### config.mk
export PLATFORM = sky130hd
export DESIGN_NAME = mul_requester
export DESIGN_NICKNAME = d
export VERILOG_FILES = /design/src/rtl/mul_requester_pkg.sv /design/src/rtl/mul_requester_flagq.sv /design/src/rtl/mul_requester.sv
export SDC_FILE = /design/constraint.sdc
export NUM_CORES = 1
export LEC_CHECK = 0
export BUFFER_PORTS_ARGS = -buffer_cell sky130_fd_sc_hd__buf_2
export CORE_MARGIN = 2
export CORE_UTILIZATION = 51
export CTS_BUF_LIST = sky130_fd_sc_hd__clkbuf_8
export CTS_CLUSTER_SIZE = 24
export DETAILED_ROUTE_END_ITERATION = 10
export GPL_ROUTABILITY_DRIVEN = 0
export MAX_ROUTING_LAYER = met4
export PLACE_DENSITY = 0.82
export SETUP_SLACK_MARGIN = 0.05
export SYNTH_ARGS = -nofsm -noshare
export SYNTH_HDL_FRONTEND = slang
export SYNTH_HIERARCHICAL = 1
export SYNTH_SLANG_ARGS = --single-unit
### constraint.sdc
create_clock -name clk -period 2.53 [get_ports clk]
set_clock_uncertainty 0.05 [all_clocks]
set_input_delay 0.3795 -clock clk [delete_from_list [all_inputs] [get_ports clk]]
set_output_delay 0.3795 -clock clk [all_outputs]
set_load 0.02 [all_outputs]
### src/rtl/mul_requester_pkg.sv
// rtl/mul_requester_pkg.sv - command field layout and sizing helpers for mul_requester
package mul_requester_pkg;

   localparam int DEFAULT_WIDTH = 4;

   // cmd_msg layout is {acc, b, a} with a in the low bits
   function automatic int acc_bit(input int w);
      return 2 * w;
   endfunction

   function automatic int a_msb(input int w);
      return w - 1;
   endfunction

   function automatic int b_lsb(input int w);
      return w;
   endfunction

   function automatic int b_msb(input int w);
      return 2 * w - 1;
   endfunction

   function automatic int cnt_width(input int n);
      return $clog2(n + 1);
   endfunction

   typedef struct packed {
      logic                     acc;
      logic [DEFAULT_WIDTH-1:0] b;
      logic [DEFAULT_WIDTH-1:0] a;
   } mul_cmd_t;

endpackage

### src/rtl/mul_requester_flagq.sv
// rtl/mul_requester_flagq.sv - 1-bit accumulate-flag FIFO; its occupancy is the outstanding count
module mul_requester_flagq
   import mul_requester_pkg::*;
#(
   parameter int p_depth = 2
) (
   input  logic clk,
   input  logic reset,
   input  logic push,
   input  logic din,
   input  logic pop,
   output logic dout,
   output logic full,
   output logic empty
);

   localparam int PTR_W = (p_depth > 1) ? $clog2(p_depth) : 1;
   localparam int CNT_W = cnt_width(p_depth);
   localparam logic [PTR_W-1:0] LAST = PTR_W'(p_depth - 1);

   logic [p_depth-1:0] mem;
   logic [PTR_W-1:0]   wr_ptr;
   logic [PTR_W-1:0]   rd_ptr;
   logic [CNT_W-1:0]   count;
   logic               do_push;
   logic               do_pop;

   assign full    = (count == CNT_W'(p_depth));
   assign empty   = (count == '0);
   assign do_push = push & ~full;
   assign do_pop  = pop & ~empty;
   assign dout    = mem[rd_ptr];

   always_ff @(posedge clk) begin
      if (do_push) mem[wr_ptr] <= din;
   end

   // pointers wrap at p_depth, which need not be a power of two
   always_ff @(posedge clk or posedge reset) begin
      if (reset) begin
         wr_ptr <= '0;
         rd_ptr <= '0;
         count  <= '0;
      end else begin
         if (do_push) wr_ptr <= (wr_ptr == LAST) ? '0 : wr_ptr + 1'b1;
         if (do_pop)  rd_ptr <= (rd_ptr == LAST) ? '0 : rd_ptr + 1'b1;
         if (do_push && !do_pop)      count <= count + 1'b1;
         else if (do_pop && !do_push) count <= count - 1'b1;
      end
   end

endmodule

### src/rtl/mul_requester.sv
// rtl/mul_requester.sv - issues multiply requests, tracks outstanding, accumulates in-order results
// Optional watchdog compiled in with MUL_REQUESTER_TIMEOUT_EN.
module mul_requester
   import mul_requester_pkg::*;
#(
   parameter int p_width   = 4,
   parameter int p_max_out = 2,
   parameter int p_timeout = 16
) (
   input  logic                 clk,
   input  logic                 reset,
   input  logic                 cmd_val,
   output logic                 cmd_rdy,
   input  logic [2*p_width:0]   cmd_msg,
   output logic                 mul_req_val,
   input  logic                 mul_req_rdy,
   output logic [2*p_width-1:0] mul_req_msg,
   input  logic                 mul_resp_val,
   output logic                 mul_resp_rdy,
   input  logic [2*p_width-1:0] mul_resp_msg,
   output logic                 out_val,
   input  logic                 out_rdy,
   output logic [2*p_width-1:0] out_msg,
   output logic                 err
);

   localparam int ACC_BIT = acc_bit(p_width);
   localparam int MSG_MSB = b_msb(p_width);

   logic [2*p_width-1:0] accum;
   logic [2*p_width-1:0] sum;
   logic                 flag_full;
   logic                 flag_empty;
   logic                 head_acc;
   logic                 can_issue;
   logic                 issue;
   logic                 accept;

   // flag queue full/empty are exactly outstanding==p_max_out / outstanding==0
   assign can_issue    = ~flag_full & ~err;
   assign mul_req_msg  = cmd_msg[MSG_MSB:0];
   assign mul_req_val  = cmd_val & can_issue;
   assign cmd_rdy      = mul_req_rdy & can_issue;
   assign issue        = cmd_val & cmd_rdy;
   assign mul_resp_rdy = (~out_val | out_rdy) & ~flag_empty;
   assign accept       = mul_resp_val & mul_resp_rdy;
   assign sum          = head_acc ? accum + mul_resp_msg : mul_resp_msg;

   mul_requester_flagq #(
      .p_depth(p_max_out)
   ) u_flagq (
      .clk  (clk),
      .reset(reset),
      .push (issue),
      .din  (cmd_msg[ACC_BIT]),
      .pop  (accept),
      .dout (head_acc),
      .full (flag_full),
      .empty(flag_empty)
   );

   always_ff @(posedge clk or posedge reset) begin
      if (reset) begin
         accum   <= '0;
         out_msg <= '0;
         out_val <= 1'b0;
      end else if (accept) begin
         accum   <= sum;
         out_msg <= sum;
         out_val <= 1'b1;
      end else if (out_rdy) begin
         out_val <= 1'b0;
      end
   end

`ifdef MUL_REQUESTER_TIMEOUT_EN
   localparam int WD_W = cnt_width(p_timeout);

   logic [WD_W-1:0] wd_cnt;

   // err latches on the stalled cycle that brings the count to p_timeout
   always_ff @(posedge clk or posedge reset) begin
      if (reset) begin
         wd_cnt <= '0;
         err    <= 1'b0;
      end else if (flag_empty || accept) begin
         wd_cnt <= '0;
      end else begin
         if (wd_cnt != WD_W'(p_timeout)) wd_cnt <= wd_cnt + 1'b1;
         if (wd_cnt == WD_W'(p_timeout - 1)) err <= 1'b1;
      end
   end
`else
   assign err = 1'b0;
`endif

endmodule

Yosys cells after proc, flatten, opt, wreduce, memory -nomap -nowiden
Index checks and enable logic that the tools add are counted.
W data, S select, Z words.
{ "classes": {"n_addsub": 5, "reduce_logical": 8, "n_div": 0, "n_lt_le_gt_ge": 3, "eq_ne": 1, "bitwise": 11, "mul": 0, "shift": 0, "mux": 12} }
{ "op_table": {"columns": ["cell", "count"], "rows": [
  ["$add A8 B8 Y8", 1],
  ["$mux W8", 1],
  ["$and A1 B1 Y1", 7],
  ["$mux W1", 7],
  ["$lt A1 B2 Y1 const B", 2],
  ["$mux W2", 2],
  ["$reduce_bool A2 Y1", 2],
  ["$logic_and A1 B1 Y1", 3],
  ["$not A1 Y1", 3],
  ["$add A1 B1 Y1 const B", 2],
  ["$add A2 B1 Y2 const B", 1],
  ["$bwmux W2", 1],
  ["$eq A2 B2 Y1 const B", 1],
  ["$logic_not A1 Y1", 2],
  ["$logic_not A2 Y1", 1],
  ["$sub A2 B1 Y2 const B", 1],
  ["$demux W1 S1", 1],
  ["$ge A1 B1 Y1 const B", 1],
  ["$or A1 B1 Y1", 1]
]} }
{ "word_totals": {"register_bits": 15, "mem_count": 0, "mem_bits_ro": 0, "ramBits": 0, "latch_bits": 0, "output_inout_bits": 21} }

Depth between registers and ports, before layout
Gate-level depths: netlist (run 1).
{ "depth": {"ltp_word": 9, "ltp_mapped": 10, "ltp_nobuf": 10} }

Modules after synthesis
The synthesis (run 1) kept the hierarchy.
{ "modules_own_cells": {"columns": ["mod", "seq_area_each_um2", "n_inst", "area_each_um2", "cells_each"], "rows": [
  ["mul_requester", 225.2, 1, 902.1, 104],
  ["mul_requester_flagq", 160.2, 1, 271.5, 23]
]} }

Worst setup path before layout (run 1)
No wires, ideal clock.
{ "synth_timing": {"path_type": "register -> register", "start": "reg, netlist name out_msg[0]", "end": "reg out_msg[6]", "stages_incl_launch_ff": 10, "path_slack_ps": 488, "n_path_buf": 0, "required_ps": 2356, "t_arrival_ps": 1868, "cell_sequence": "dfrtp_1 -> ha_1 -> inv_1 -> fa_1 -> nor2b_4 -> nor3_2 -> o21bai_1 -> a21oi_1 -> mux2i_1 -> a211o_1"} }
{ "synth_rtl": {"columns": ["element", "line", "source"], "rows": [
  ["end signal: assignment", "mul_requester.sv:69", "out_msg <= sum;"],
  ["end: declaration", "mul_requester.sv:23", "output logic [2*p_width-1:0] out_msg,"]
]} }

==> impl_metrics.json, run 1 <==
{
  "status": "complete, no violations",
  "hpwl_mm": 1.87,
  "clock_latency_ns": 0.25,
  "rsz0062_at_grt": "false",
  "cap_violations": 0,
  "antenna_left": 0,
  "cts_setup_buffers": 0,
  "critPathKind": "reg2reg",
  "ys_async_sr_fraction_pct": 86.7,
  "cts_root_buf": "clkbuf_8",
  "yosysTopAreaCellShare_pct": 27.7,
  "reg2regPathDepth": 9,
  "worst_setup_path_end_kind": "flip-flop",
  "layout_commonest_cell": "buf_2",
  "p_leak_nw": 0.667,
  "portBuffers": 26,
  "rows": 17,
  "power.density_nw_per_um2": 1230,
  "synth_edf_count": 2,
  "io_pins": 44,
  "finalSetupViolCount": 0,
  "ys_types": 41,
  "crit_path_start_kind": "flip-flop",
  "cts_resized": 0,
  "synth.largest_area_cell": "dfrtp_1",
  "arrival_ns": 2.15,
  "syn-cell-area_um2": 1170,
  "syn_to_final_growth_pct": 13.0,
  "slew_viol_final": 0,
  "post-route-drc-count": 0,
  "stdcell_area_um2": 1330,
  "vdd_drop_max_mv": 0.762,
  "fin_cells": 176,
  "dp_slack_ns": 0.383,
  "path_cells": "ha_1 -> inv_1 -> fa_1 -> nor2b_4 -> nor3_2 -> o21bai_1 -> a21oi_1 -> mux2i_1 -> a211o_1",
  "max_freq_mhz": 486,
  "routed_wl_mm": 2.30,
  "timing.hold.worst.class": "in2reg",
  "ys_warn_count": 6,
  "setup_ws_ns": 0.471,
  "antenna_found_initial": 0,
  "avgViaCountPerCell": 5.41,
  "clock-sinks": 15,
  "drive_gt1_share_pct": 26.4,
  "synth_nets": 159,
  "critPathRequiredTime_ns": 2.62,
  "min_path_cells": 1,
  "route.vias.total": 952,
  "cp_max_fo": 3,
  "drt_iter0_markers": 14,
  "grt_max_degree": 14,
  "synthCells": 127,
  "synthTopCellsByArea": "dfrtp_1, ha_1, mux2i_1",
  "dieArea_um2": 2700,
  "min-delay-start": "cmd_msg[8]",
  "core_area_um2": 2190,
  "fin_crit_sh_pct": 81.4,
  "synth-seq-cells": 15,
  "ys_dominant_reg_cell": "dfrtp_1",
  "grt_pass1_vias": 976,
  "h-tree-depth": 1,
  "cts_tree": "yes",
  "syn_avg_cell_area_um2": 9.24,
  "placed_cell_area_um2": 1270,
  "grt_pass1_wl_mm": 3.97,
  "clk_path_buf_depth": 2,
  "critPathLaunch": "out_msg[0]",
  "final_core_util_pct": 60.5,
  "nets": 181,
  "dr.pass1.iters": 4,
  "hold_violations": 0,
  "die_x_um": 52.0,
  "cts_buffers": 3,
  "initial_utilization_pct": 53.6,
  "fin_setup_tns_ns": 0,
  "wire_per_inst_um": 13.1,
  "max_stage_delay_ns": 0.44,
  "die_y_um": 52.0,
  "diodes": 0,
  "gr-usage-all-layers_pct": 20.5,
  "cp_slowest_cell": "fa_1",
  "grt_overflow": 0,
  "final_cell_mix": "buf_2, nand2_1, dfrtp_1",
  "cts.reportedPaths.clkPinSlew_ns": 0.07,
  "rr_startpoint": "out_msg[0]",
  "yosysSeqAreaShare_pct": 32.8,
  "dp.cells": 171,
  "min_period_ns": 2.06
}
where the power goes:
part / internal, mW / leakage, nW / switching [mW]
Clock: 0.109 / 0.0255 / 0.0895
Combinational: 0.437 / 0.468 / 0.548
Sequential: 0.356 / 0.173 / 0.0986
cell usage after synthesis, drive strengths merged (2+ instances only):
cell and n:
a211o 3, a21oi 6, buf 10, dfrtp 13, edfxtp 2, ha 8, inv 10, mux2i 9
nand2 15, nand2b 2, nand3 3, nor2 6, nor2b 5, o21ai 8, o21bai 2, xnor2 6
xor2 2
metal layers:
metal | track usage [%] | wire length (um) | vias up
li1 | - | - | 463
met1 | 20.5 | 934 | 454
met2 | 40.1 | 1200 | 32
met3 | 3.74 | 137 | 3
met4 | 5.26 | 23 | 0
met5 | - | 0 | -
stage by stage:
stage / total power [mW] / hold WS (ns)
3_3_place_gp: 1.39 / 0.228
4_1_cts: 1.65 / 0.263
5_1_grt: 1.79 / 0.265
2_1_floorplan: 1.23 / 0.0956
3_5_place_dp: 1.45 / 0.233
6_report: 1.64 / 0.269
worst paths after layout:
| kind | endpoint | slack, ns |
|---|---|---|
| worst max-delay path | out_msg[6] | 0.47 |
| max in group asynchronous | out_msg[4] | 1.54 |
| worst max register to register | out_msg[6] | 0.47 |
| worst min register to register | u_flagq/wr_ptr | 0.45 |
| min in group asynchronous | u_flagq/rd_ptr | 0.51 |
| worst min-delay path | u_flagq/mem[1] | 0.27 |
sequential cells by signal, indices dropped and copies added, names as in the netlist:
| register | cells |
|---|---|
| u_flagq/mem | 2 |
| u_flagq/rd_ptr | 1 |
| u_flagq/wr_ptr | 1 |
| u_flagq/count | 2 |
| out_val | 1 |
| out_msg | 8 |
critical path: cells and delay by family (launching register included):
kind                       cells  cell delay, ns
and+or+nand+nor                2            0.19
muxes                          1            0.13
AOI/OAI and AO/OA              3            0.50
DFF                            1            0.38
adders and majority gates      2            0.63
buffers and inverters          1            0.07
logic make-up (layout without fill, tap and decap cells):
logic type,count (synthesis),count (layout),synth area share [%]
AOI/OAI and AO/OA,23,23,14.0
xor gates and xnor gates,8,8,5.97
adders and majority gates,9,9,10.2
buffers and inverters,22,43,10.0
DFF,15,15,32.8
muxes,10,10,8.64
other,1,1,0.320
and+or+nand+nor,39,39,18.0
layout make-up:
cell class / instances / area (um^2)
clock buffer: 3 / 41.3
fill: 194 / 865
multi-input combinational: 90 / 671
clock inverter: 1 / 5.00
inverter: 11 / 41.3
tap: 28 / 35.0
timing repair buffer: 28 / 148
sequential: 15 / 385
what timing repair did:
item | CTS | global route
hold buffers | 1 | 0
endpoints found under the setup margin | 0 | 0
endpoints found under the hold margin | 4 | 0
(Power assumes the default switching activity.)
==> run 2: changes to the inputs <==
- clock period: 2.53 -> 1.9 ns (I/O delays scaled with it)
==> run 2 against run 1 <==
Compared with the run above:
- first-iteration DRC count fell by 29%
- flip-flop and latch count unchanged
- worst setup slack worse by 0.46 ns
- routed wire length increased by 9.2%
- critical endpoint unchanged
- global-route usage up 1.2 points
- combinational power up 57%
- count of clock-buffer cells in the layout did not move
- total power rose by 50%
- non-clock buffer count increased by 7
- final area grew 11%
- worst hold slack got worse by 0.096 ns
==> impl_metrics.json, run 2 (same netlist as run 1, synthesis figures left out) <==
{
  "setup_ws_ns": 0.00607,
  "swShare_pct": 44.3,
  "placed_cell_area_um2": 1350,
  "cts_root_buf": "clkbuf_8",
  "max_stage_delay_ns": 0.39,
  "worst_setup_path_end_kind": "flip-flop",
  "layout_commonest_cell": "buf_2",
  "antenna_found_initial": 0,
  "top_register": "out_msg",
  "final_cell_mix": "buf_2, nand2_1, dfrtp_1",
  "die_x_um": 52.0,
  "clock-sinks": 15,
  "grt_pass1_vias": 948,
  "crit_end": "out_msg[6]",
  "grt_overflow": 0,
  "antenna_left": 0,
  "hold_violations": 0,
  "p_leak_nw": 0.703,
  "max_freq_mhz": 528,
  "drive_gt1_share_pct": 40.6,
  "top_regs": "out_msg (8), u_flagq/count (2), u_flagq/mem (2)",
  "dieArea_um2": 2700,
  "p_seq_share_pct": 25.6,
  "status": "complete, no violations",
  "timing.hold.worst.class": "in2reg",
  "routed_wl_mm": 2.51,
  "gr-usage-all-layers_pct": 21.6,
  "rsz0062_at_grt": "true",
  "cts_tree": "yes",
  "p_comb_share_pct": 63.1,
  "nets": 188,
  "grt_use_met1_pct": 21.5,
  "finalSetupViolCount": 0,
  "h-tree-depth": 1,
  "path_cells": "ha_4 -> inv_2 -> fa_2 -> nor2b_4 -> nor3_4 -> o21bai_1 -> a21oi_1 -> mux2i_1 -> a211o_1",
  "clkPwrFrac_pct": 11.3,
  "io_pins": 44,
  "power.density_nw_per_um2": 1660,
  "die_y_um": 52.0,
  "min_period_ns": 1.89,
  "dr.pass1.iters": 4,
  "critPathKind": "reg2reg",
  "slew_viol_final": 0,
  "clk_path_buf_depth": 2,
  "core_area_um2": 2190,
  "drt_iter0_markers": 10,
  "initial_utilization_pct": 53.6,
  "cts_buffers": 3,
  "wire_per_inst_um": 13.7,
  "rr_startpoint": "out_msg[0]",
  "syn_to_final_growth_pct": 25.8,
  "dp_slack_ns": -0.0454,
  "vdd_drop_max_mv": 1.04,
  "critPathLaunch": "out_msg[0]",
  "top_usage_layer": "met2",
  "cp_max_fo": 2,
  "cap_violations": 0,
  "route.vias.total": 933,
  "largest_reg_flops": 8,
  "fin_crit_sh_pct": 99.7,
  "stdcell_area_um2": 1480,
  "p_int_mw": 1.37,
  "grt_pass1_wl_mm": 4.11,
  "netSwitchingPower_mw": 1.09,
  "post-route-drc-count": 0,
  "crit_path_start_kind": "flip-flop",
  "globalRouteMet2Util_pct": 40.7,
  "clock_latency_ns": 0.26,
  "fin_setup_tns_ns": 0,
  "portBuffers": 26,
  "avgViaCountPerCell": 5.10,
  "ff2ff_setup_slack_ns": 0.006,
  "reg2regPathDepth": 9,
  "grt_max_degree": 12,
  "cp_slowest_cell": "dfrtp_2",
  "rows": 17,
  "hpwl_mm": 1.84,
  "grtUsageMet3_pct": 6.03,
  "arrival_ns": 1.99,
  "cts.reportedPaths.clkPinSlew_ns": 0.07,
  "diodes": 0,
  "critPathRequiredTime_ns": 1.99,
  "worstReg2RegEnd": "out_msg[6]"
}
==> run 2: cell type report <==
cell class	count	area, um^2
flip-flops and latches	15	389
repair buffers	35	200
fillers	174	714
clock buffers	3	41.3
well taps	28	35.0
inverters	11	41.3
clock inverters	1	7.51
multi-input cells	90	762
==> run 2: per-layer routing <==
layer	routed length [um]	vias to the layer above
met2	1400	22
met3	133	8
met5	0	-
met4	36	0
li1	-	475
met1	943	428
==> run 2: critical path: cells and delay by family (launching register included) <==
family | cells | cell delay [ns]
adders and majority gates | 2 | 0.50
AOI/OAI and AO/OA | 3 | 0.45
DFF | 1 | 0.39
and+or+nand+nor | 2 | 0.22
muxes | 1 | 0.12
buffers and inverters | 1 | 0.03
==> run 2: worst min path at each step <==
stage | from | end | slack (ns) | cells after the start
floorplan | reset | u_flagq/count[0] | 0.001 | 1
global placement | reset | u_flagq/rd_ptr | 0.13 | 2
detailed placement | reset | u_flagq/wr_ptr | 0.14 | 2
CTS | cmd_msg[8] | u_flagq/mem[0] | 0.17 | 1
global route | cmd_msg[8] | u_flagq/mem[1] | 0.17 | 1
finish | cmd_msg[8] | u_flagq/mem[0] | 0.17 | 1
==> run 2: metrics by stage <==
stage / utilization, % / hold WS (ns) / power, mW / instances
2_1_floorplan: - / 0.00108 / 1.71 / 127
3_3_place_gp: 61.5 / 0.131 / 1.96 / 173
3_5_place_dp: 61.5 / 0.138 / 2.03 / 173
4_1_cts: 66.1 / 0.171 / 2.41 / 182
5_1_grt: 67.4 / 0.168 / 2.65 / 183
6_report: 67.4 / 0.173 / 2.46 / 183
==> run 2: what timing repair did <==
item / 4_1_cts / 5_1_grt
buffers inserted: 4 / 1
pin swaps: 7 / 6
setup endpoints to repair: 2 / 5
gates resized for setup: 3 / 7
endpoints found under the hold margin: 13 / 0
hold buffers: 1 / 0
==> run 2: power by group through the flow <==
stage,Sequential [mW],Clock [mW],Combinational (mW)
2_1_floorplan,0.721,0,0.991
3_3_place_gp,0.616,0,1.34
3_5_place_dp,0.629,0,1.40
4_1_cts,0.613,0.282,1.51
5_1_grt,0.646,0.296,1.71
6_report,0.628,0.278,1.55
